$ cat src/rtl/vend_dispense_ctrl.sv
// vend_dispense_ctrl: queues sales from the vend FSM and sequences each one
// through product motor, drop-sensor check and change-coin ejection.
module vend_dispense_ctrl #(
    parameter int PEND_DEPTH = 4,
    parameter int MOTOR_CYC  = 8,
    parameter int DROP_TMO   = 32,
    parameter int EJECT_CYC  = 4,
    parameter int GAP_CYC    = 2
) (
    input  logic                          clk,
    input  logic                          rst,
    input  logic                          sell,
    input  logic [1:0]                    change,
    input  logic                          drop_det,
    input  logic                          fault_clr,
    output logic                          motor_on,
    output logic                          eject_on,
    output logic                          busy,
    output logic                          vend_done,
    output logic                          ovf,
    output logic                          fault,
    output logic [$clog2(PEND_DEPTH):0]   pend_cnt
);

    localparam int AW    = $clog2(PEND_DEPTH);
    localparam int PW    = AW + 1;
    localparam int MAX_A = (MOTOR_CYC > DROP_TMO) ? MOTOR_CYC : DROP_TMO;
    localparam int MAX_B = (EJECT_CYC > GAP_CYC) ? EJECT_CYC : GAP_CYC;
    localparam int MAX_P = (MAX_A > MAX_B) ? MAX_A : MAX_B;
    localparam int TW    = $clog2(MAX_P) + 1;

    localparam logic [TW-1:0] MOTOR_LD = TW'(MOTOR_CYC - 1);
    localparam logic [TW-1:0] DROP_LD  = TW'(DROP_TMO - 1);
    localparam logic [TW-1:0] EJECT_LD = TW'(EJECT_CYC - 1);
    localparam logic [TW-1:0] GAP_LD   = TW'(GAP_CYC - 1);
    localparam logic [PW-1:0] FULL_CNT = PW'(PEND_DEPTH);

    localparam logic [2:0] S_IDLE  = 3'd0;
    localparam logic [2:0] S_MOTOR = 3'd1;
    localparam logic [2:0] S_WAIT  = 3'd2;
    localparam logic [2:0] S_EJECT = 3'd3;
    localparam logic [2:0] S_GAP   = 3'd4;
    localparam logic [2:0] S_DONE  = 3'd5;
    localparam logic [2:0] S_FAULT = 3'd6;

    logic [2:0]    state_q, state_d;
    logic [TW-1:0] tmr_q, tmr_d;
    logic [1:0]    chg_q, chg_d;
    logic [PW-1:0] cnt_q, cnt_d;
    logic [AW-1:0] rd_ptr_q, rd_ptr_d;
    logic [AW-1:0] wr_ptr_q, wr_ptr_d;
    logic [1:0]    mem_q [PEND_DEPTH];

    logic motor_on_q, motor_on_d;
    logic eject_on_q, eject_on_d;
    logic busy_q, busy_d;
    logic vend_done_q, vend_done_d;
    logic ovf_q, ovf_d;
    logic fault_q, fault_d;

    logic pop, push, full;

    // A full queue still accepts a sell when the head leaves in the same cycle.
    always_comb begin
        pop      = (state_q == S_IDLE) && (cnt_q != '0);
        full     = (cnt_q == FULL_CNT);
        push     = sell && (!full || pop);
        ovf_d    = sell && full && !pop;
        cnt_d    = cnt_q;
        rd_ptr_d = rd_ptr_q;
        wr_ptr_d = wr_ptr_q;
        if (push && !pop) begin
            cnt_d = cnt_q + PW'(1);
        end else if (pop && !push) begin
            cnt_d = cnt_q - PW'(1);
        end
        if (pop) begin
            rd_ptr_d = rd_ptr_q + AW'(1);
        end
        if (push) begin
            wr_ptr_d = wr_ptr_q + AW'(1);
        end
    end

    always_comb begin
        state_d = state_q;
        tmr_d   = tmr_q;
        chg_d   = chg_q;
        unique case (state_q)
            S_IDLE: begin
                if (pop) begin
                    state_d = S_MOTOR;
                    tmr_d   = MOTOR_LD;
                    chg_d   = mem_q[rd_ptr_q];
                end
            end
            S_MOTOR: begin
                if (tmr_q == '0) begin
                    state_d = S_WAIT;
                    tmr_d   = DROP_LD;
                end else begin
                    tmr_d = tmr_q - TW'(1);
                end
            end
            S_WAIT: begin
                if (drop_det) begin
                    state_d = (chg_q != 2'd0) ? S_EJECT : S_DONE;
                    tmr_d   = EJECT_LD;
                end else if (tmr_q == '0) begin
                    state_d = S_FAULT;
                end else begin
                    tmr_d = tmr_q - TW'(1);
                end
            end
            S_EJECT: begin
                if (tmr_q == '0) begin
                    state_d = S_GAP;
                    tmr_d   = GAP_LD;
                    chg_d   = chg_q - 2'd1;
                end else begin
                    tmr_d = tmr_q - TW'(1);
                end
            end
            S_GAP: begin
                if (tmr_q == '0) begin
                    state_d = (chg_q != 2'd0) ? S_EJECT : S_DONE;
                    tmr_d   = EJECT_LD;
                end else begin
                    tmr_d = tmr_q - TW'(1);
                end
            end
            S_DONE: begin
                state_d = S_IDLE;
            end
            S_FAULT: begin
                if (fault_clr) begin
                    state_d = S_IDLE;
                end
            end
            default: begin
                state_d = S_IDLE;
            end
        endcase
    end

    // Outputs are registered from the next state so they track state_q exactly.
    always_comb begin
        motor_on_d  = (state_d == S_MOTOR);
        eject_on_d  = (state_d == S_EJECT);
        vend_done_d = (state_d == S_DONE);
        fault_d     = (state_d == S_FAULT);
        busy_d      = (state_d != S_IDLE) || (cnt_d != '0);
    end

    always_ff @(posedge clk or posedge rst) begin
        if (rst) begin
            state_q     <= S_IDLE;
            tmr_q       <= '0;
            chg_q       <= '0;
            cnt_q       <= '0;
            rd_ptr_q    <= '0;
            wr_ptr_q    <= '0;
            motor_on_q  <= 1'b0;
            eject_on_q  <= 1'b0;
            busy_q      <= 1'b0;
            vend_done_q <= 1'b0;
            ovf_q       <= 1'b0;
            fault_q     <= 1'b0;
        end else begin
            state_q     <= state_d;
            tmr_q       <= tmr_d;
            chg_q       <= chg_d;
            cnt_q       <= cnt_d;
            rd_ptr_q    <= rd_ptr_d;
            wr_ptr_q    <= wr_ptr_d;
            motor_on_q  <= motor_on_d;
            eject_on_q  <= eject_on_d;
            busy_q      <= busy_d;
            vend_done_q <= vend_done_d;
            ovf_q       <= ovf_d;
            fault_q     <= fault_d;
        end
    end

    always_ff @(posedge clk) begin
        if (push) begin
            mem_q[wr_ptr_q] <= change;
        end
    end

    assign motor_on  = motor_on_q;
    assign eject_on  = eject_on_q;
    assign busy      = busy_q;
    assign vend_done = vend_done_q;
    assign ovf       = ovf_q;
    assign fault     = fault_q;
    assign pend_cnt  = cnt_q;

endmodule
$ cat config.mk
export PLATFORM = sky130hd
export DESIGN_NAME = vend_dispense_ctrl
export DESIGN_NICKNAME = d
export VERILOG_FILES = /design/src/rtl/vend_dispense_ctrl.sv
export SDC_FILE = /design/constraint.sdc
export NUM_CORES = 1
export LEC_CHECK = 0
export ABC_AREA = 1
export CAP_MARGIN = 30
export CELL_PAD_IN_SITES_DETAIL_PLACEMENT = 1
export CELL_PAD_IN_SITES_GLOBAL_PLACEMENT = 2
export CORE_MARGIN = 2
export CORE_UTILIZATION = 34
export DETAILED_ROUTE_END_ITERATION = 8
export GPL_ROUTABILITY_DRIVEN = 0
export GPL_TIMING_DRIVEN = 0
export PLACE_DENSITY = 0.88
export SYNTH_ARGS = -nofsm -noshare
export SYNTH_HDL_FRONTEND = slang
export SYNTH_SLANG_ARGS = --single-unit
$ cat constraint.sdc
create_clock -name clk -period 2 [get_ports clk]
set_clock_uncertainty 0.1 [all_clocks]
set_input_delay 0.5 -clock clk [delete_from_list [all_inputs] [get_ports clk]]
set_output_delay 0.5 -clock clk [all_outputs]
set_load 0.02 [all_outputs]
======== Word level (Yosys, flattened, before mapping) ========
Memories as Yosys holds them, arrays and structs flattened.
Index checks and enable logic that the tools add are counted.
storage, ports and cells
  register bits ........................... 24
  bits in writable memories ............... 8
  input bits .............................. 7
  output and inout bits ................... 9
  word-level logic and storage cells ...... 76
  memories ................................ 1
memories
  memory  words  bits a word  rd ports  clocked after Yosys merged registers in  write ports  RTL line  source
  mem_q   4      2            1         0                                        1            52        logic [1:0] mem_q [PEND_DEPTH];
operators by class
  add/sub/neg operators ................... 6
  eq/ne operators ......................... 13
  muxes and demuxes ....................... 23
  reductions and logical operators ........ 21
operators with widths
  kind                 count
  $mux 6               6
  $mux 3               10
  $pmux 6 s5           1
  $pmux 3 s6           1
  $eq 3x3->1 const B   5
  $eq 3x2->1 const B   3
  $reduce_bool 3->1    3
  $eq 3x1->1 const B   2
  $logic_and 1x1->1    6
  $logic_not 6->1      1
  $reduce_and 3->1     2
  $sub 6x1->6 const B  1
  $reduce_bool 5->1    1
  $add 2x1->2 const B  2
  $mux 2               2
  $ne 2x2->1 const B   2
  $pmux 2 s2           1
  $reduce_bool 2->1    2
  $add 3x1->3 const B  1
  $logic_not 1->1      3
  $logic_not 3->1      1
  $ne 3x3->1 const B   1
  $sub 3x1->3 const B  1
  $logic_or 1x1->1     2
  2 further kinds      3

======== Depth between registers and ports, before layout ========
  depth in word-level cells ............... 10
  depth in mapped cells ................... 12
  depth with buffers taken out ............ 12

======== Least setup slack after synthesis ========
No wires, ideal clock.
  kind .................................... register to register
  from .................................... reg cnt_q[0], in the netlist pend_cnt[0]
  to ...................................... mem mem_q[0][0], enable pin
  library setup time ...................... 0.309 ns
  data arrival time ....................... 1.479 ns
  required time ........................... 1.591 ns
  slack ................................... 0.112 ns
  stages on the path, launching flop included .. 8
  buffers on the path ..................... 0
  clock period less this slack ............ 1.888 ns
  path through ............................ dfrtp_1 -> inv_1 -> ha_1 -> nand2_1 -> nand3_2 -> nand3_1 -> nand2_1 -> nor2_1
on the way
  cells in the longest elaborated chain, start to end .. 6
  elaborated cells on any way between the ends .. 8
  classes of those cells .................. eq/ne: 1; mux: 2; reduce/logical: 5
ends and longest elaborated chain
  what                                                         RTL line  source
  from (decl)                                                  49        logic [PW-1:0] cnt_q, cnt_d;
  from (signal assigned)                                       173       cnt_q <= cnt_d;
  $eq 3x3->1 / $reduce_bool 3->1 (equally long branches)       66, 65
  $logic_not 1->1 / $logic_and 1x1->1 (equally long branches)  67, 65
  $logic_or 1x1->1 (*)                                         67        push = sell && (!full || pop);
  $logic_and 1x1->1 (*)                                        67
  $mux 1 (*)                                                   186       if (push) begin
  $mux 1 (implied by the code) (*)                             187       mem_q[wr_ptr_q] <= change;
  to (decl)                                                    52
Mark *: on every way between the ends. The rest lies on a longest branch, timed or not.

======== Worst setup path in the final report ========
  from .................................... reg cnt_q[0], in the netlist pend_cnt[0]
  to ...................................... out pend_cnt[0]
RTL lines
  what       RTL line  source
  to (decl)  22        output logic [$clog2(PEND_DEPTH):0] pend_cnt
No word-level cell between the ends.

==> results <==
- The run finished with clean final reports.
- The floorplan die area is approximately 6000 sq um.
- The area of the core is around 5100 sq um.
- The final instance area is between 2000 and 2500 sq um.
- The largest net degree at the start of global routing is 14.
- The kind of cell with the highest combined delay along the critical path is buffers and inverters.
- Setup repair after global routing left no endpoint under its margin.
- At the pin with the least slew margin, the transition time is between 0.5 and 0.6 ns.
- The required time at the endpoint of the critical path is 1.40 ns.
- The clock net in this run drives a total of 32 sinks.
- STA classifies the critical path startpoint as a register.
- The number of routed nets with antenna violations is 0.
- The number of DRC violations after detailed-routing iteration 0 is 40.
- The via count of the first global-routing pass came to around 1,600.
- The path class of the tightest hold or removal check is reg -> reg.
- A synthesized cell averages a little under 8 sq um.
- Once layout is complete, the cells apart from fillers number ~330.
- In this run the core area contains 26 standard-cell rows.
- The start point of the critical path is pend_cnt[0].
- Counting I/O delays and the setup requirement, the final critical path takes 1.93 ns.
- For this design the top-level I/O count stands at 16.
- The worst IR drop on VDD is 0.700 mV.
- The effective utilization at floorplan is 35.6%.
- The cell area reported after detailed placement is 2080 sq um.
- The average wire length per cell after detail routing is 12.2 um.
- After legalization and detailed placement, the total HPWL measured 3150 um.
- The repair_antennas step left the layout with diodes totalling 0.
- The startpoint identified for the worst register-to-register timing path is pend_cnt[0].
- Counting every instance in the synthesized netlist gives roughly 230.
- The number of buffers and inverters on the critical path is 1.
- The sequential area share after synthesis is 45.9%.
- The worst path uses 96.7% of the clock period.
- The die height is 77.4 um.
- Counting the buffers created by CTS gives 5.
- The number of warnings issued by yosys is 0.
- The critical path in this run is classified as reg -> out.
- The worst setup path is captured at an output port.
- The number of unique standard cell types used by synthesis is 21.
- Port buffering added 15 buffers.
- Of all nets on the critical path, the largest fanout is 4.
- Measured along the x axis, the die boundary spans 77.4 um.
- After synthesis the netlist holds a flip-flop and latch count of 32.
- The total grt overflow is 0.
- The hold violation count in the final report is 0.
- The clock latency reported for the late side of the worst-skew pair is 0.29 ns.
- The fraction of final layout cells sized beyond drive strength 1 is 12.1%.
- TritonCTS built the clock tree.
- The cell area that synthesis handed to floorplanning was roughly 1800 sq um.
- The end-of-flow core utilization is 43.3%.
- The H-tree generated during clock tree synthesis spans 2 levels.
- Hold timing on the final database bottoms out at a slack of 0.419 ns.
- The final number of max-transition violations is 0.
- The total routing resource utilization after global routing is 15.4%.
- The synthesized netlist net count is 247.
- The count of endpoints failing setup in the final report is 0.
- The total number of vias is 1,488.
- The slowest cell on the critical path is sky130_fd_sc_hd__clkdlybuf4s50_1.
- The first-pass GRT wire length is 7290 um.
- In this run the deepest clock path goes through 2 buffers.
- The tightest slew margin relative to the limit is 63.9%.
- Across the run, the number of max-cap violations was 0.
- The final net count is ~270.
- From synthesis to final layout, the design area changed by 21.4%.
- After detailed routing, the total wire length is 3970 um.
- The arrival time of the worst setup path is 1.33 ns.
- Based on the critical path, the design can be clocked at up to roughly 520 MHz.
- The number of placed instances, taps included, is 317.
- The critical path goes through clkdlybuf4s50_1.
- The largest stage delay on the critical path is 0.63 ns.
- After clock tree synthesis, the clock-pin slew on the worst setup and hold paths is 0.07 ns.
- In this run the most critical hold path is launched from rd_ptr_q[1].
- The number of hold buffers added after cts is 0.
- The clock tree root buffer cell is sky130_fd_sc_hd__clkbuf_8.
- Dividing the detail-routed via count by the number of cells gives 4.56.
- Power spread over the standard cell area amounts to ~1500 nW/um^2.
- The analysis attributes to cell leakage a power of approximately 1.1 nW.
- The number of antenna violations at the first check in global routing is 0.
- The residual DRC count is 0.
- The first-pass iteration count of the detailed router is 4.
path summary, 6_finish.rpt:
kind,cells after the start,endpoint,slack [ns]
setup / recovery,1,pend_cnt[0],0.07
hold / removal,1,rd_ptr_q[1],0.42
setup reg to reg,7,mem_q[2][0],0.18
hold reg to reg,1,rd_ptr_q[1],0.42
max in group asynchronous,3,motor_on,0.87
min in group asynchronous,2,ovf,0.45
routing by layer:
layer  track usage, %  routed length (um)  up-vias
li1                 -                   -      767
met1             19.0                1880      701
met2             26.3                1940       14
met3             3.49                  97        6
met4             5.89                  60        0
met5                0                   0        -
synth_stat cells:
cell type                  number  share of area [%]
sky130_fd_sc_hd__nand2_1       57                 12
sky130_fd_sc_hd__o221ai_1       1               0.48
sky130_fd_sc_hd__nand4_1        2               0.68
sky130_fd_sc_hd__inv_1         41                8.4
sky130_fd_sc_hd__nand2_2        2               0.68
sky130_fd_sc_hd__o21ai_2        1               0.48
sky130_fd_sc_hd__nor2_4         1               0.61
sky130_fd_sc_hd__nor3_1         2               0.55
sky130_fd_sc_hd__buf_4          1               0.41
sky130_fd_sc_hd__a21oi_1        6                1.6
sky130_fd_sc_hd__xnor2_1        2               0.96
sky130_fd_sc_hd__nor2_1        30                6.1
sky130_fd_sc_hd__o21ai_0       18                4.9
sky130_fd_sc_hd__nand3_2        1               0.55
sky130_fd_sc_hd__edfxtp_1       8                 13
sky130_fd_sc_hd__dfrtp_1       24                 33
sky130_fd_sc_hd__ha_1           9                6.1
sky130_fd_sc_hd__nand3_1       12                3.3
sky130_fd_sc_hd__nor2_2         5                1.7
sky130_fd_sc_hd__xor2_1         6                2.9
sky130_fd_sc_hd__nand3_4        2                1.9
cell usage in the layout (no fill, tap or decap):
master and instances:
sky130_fd_sc_hd__a21oi_1 6, sky130_fd_sc_hd__buf_4 2, sky130_fd_sc_hd__buf_8 1, sky130_fd_sc_hd__clkbuf_8 5, sky130_fd_sc_hd__clkdlybuf4s50_1 15, sky130_fd_sc_hd__clkinv_1 1, sky130_fd_sc_hd__clkinvlp_4 2, sky130_fd_sc_hd__dfrtp_1 24
sky130_fd_sc_hd__edfxtp_1 8, sky130_fd_sc_hd__ha_1 8, sky130_fd_sc_hd__ha_2 1, sky130_fd_sc_hd__inv_1 40, sky130_fd_sc_hd__inv_2 1, sky130_fd_sc_hd__nand2_1 54, sky130_fd_sc_hd__nand2_2 4, sky130_fd_sc_hd__nand2_4 1
sky130_fd_sc_hd__nand3_1 12, sky130_fd_sc_hd__nand3_4 3, sky130_fd_sc_hd__nand4_1 2, sky130_fd_sc_hd__nor2_1 26, sky130_fd_sc_hd__nor2_2 8, sky130_fd_sc_hd__nor2_4 2, sky130_fd_sc_hd__nor3_1 2, sky130_fd_sc_hd__o21ai_0 18
sky130_fd_sc_hd__o21ai_4 1, sky130_fd_sc_hd__o221ai_1 1, sky130_fd_sc_hd__xnor2_1 2, sky130_fd_sc_hd__xor2_1 6
what timing repair did:
action / CTS / global route
cloned: 0 / 0
setup buffers: 0 / 1
resized for setup: 1 / 12
endpoints found under the setup margin: 8 / 14
pin swaps: 0 / 2
sequential cells by signal (all words and copies together), names as in the netlist:
name and cells:
mem_q 8, tmr_q 6, pend_cnt 3, state_q 3
chg_q 2, rd_ptr_q 2, wr_ptr_q 2, busy 1
eject_on 1, fault 1, motor_on 1, ovf 1
vend_done 1
final cells by class:
type	instances	area [sq um]
Clock inverter	3	18.8
Sequential cell	32	841
Clock buffer	5	68.8
Inverter	41	154
Fill cell	665	2920
Tap cell	70	87.6
Buffer	1	7.51
Timing Repair Buffer	17	173
Multi-Input combinational cell	157	875
logic make-up (layout without fill, tap and decap cells):
kind of cell,after synthesis,count (layout),synth area share [%]
and+or+nand+nor,114,114,27.8
buffers and inverters,42,67,8.81
DFF,32,32,45.9
AOI/OAI and AO/OA,26,26,7.51
adders and majority gates,9,9,6.15
xor gates and xnor gates,8,8,3.83
stage by stage:
step           power (mW)  setup slack (ns)  setup TNS (ns)
2_1_floorplan        2.39             0.112               0
3_3_place_gp         2.84            -0.182          -0.867
3_5_place_dp         2.90            -0.180           -1.50
4_1_cts              3.42           -0.0232          -0.128
5_1_grt              3.84            0.0172               0
6_report             3.43            0.0655               0
power by group:
group	switching, mW	internal, mW	total [mW]
clock network	0.254	0.240	0.494
logic	1.15	0.697	1.85
registers	0.167	0.921	1.09
total	1.57	1.86	3.43
Power figures use the tool's default switching activity.
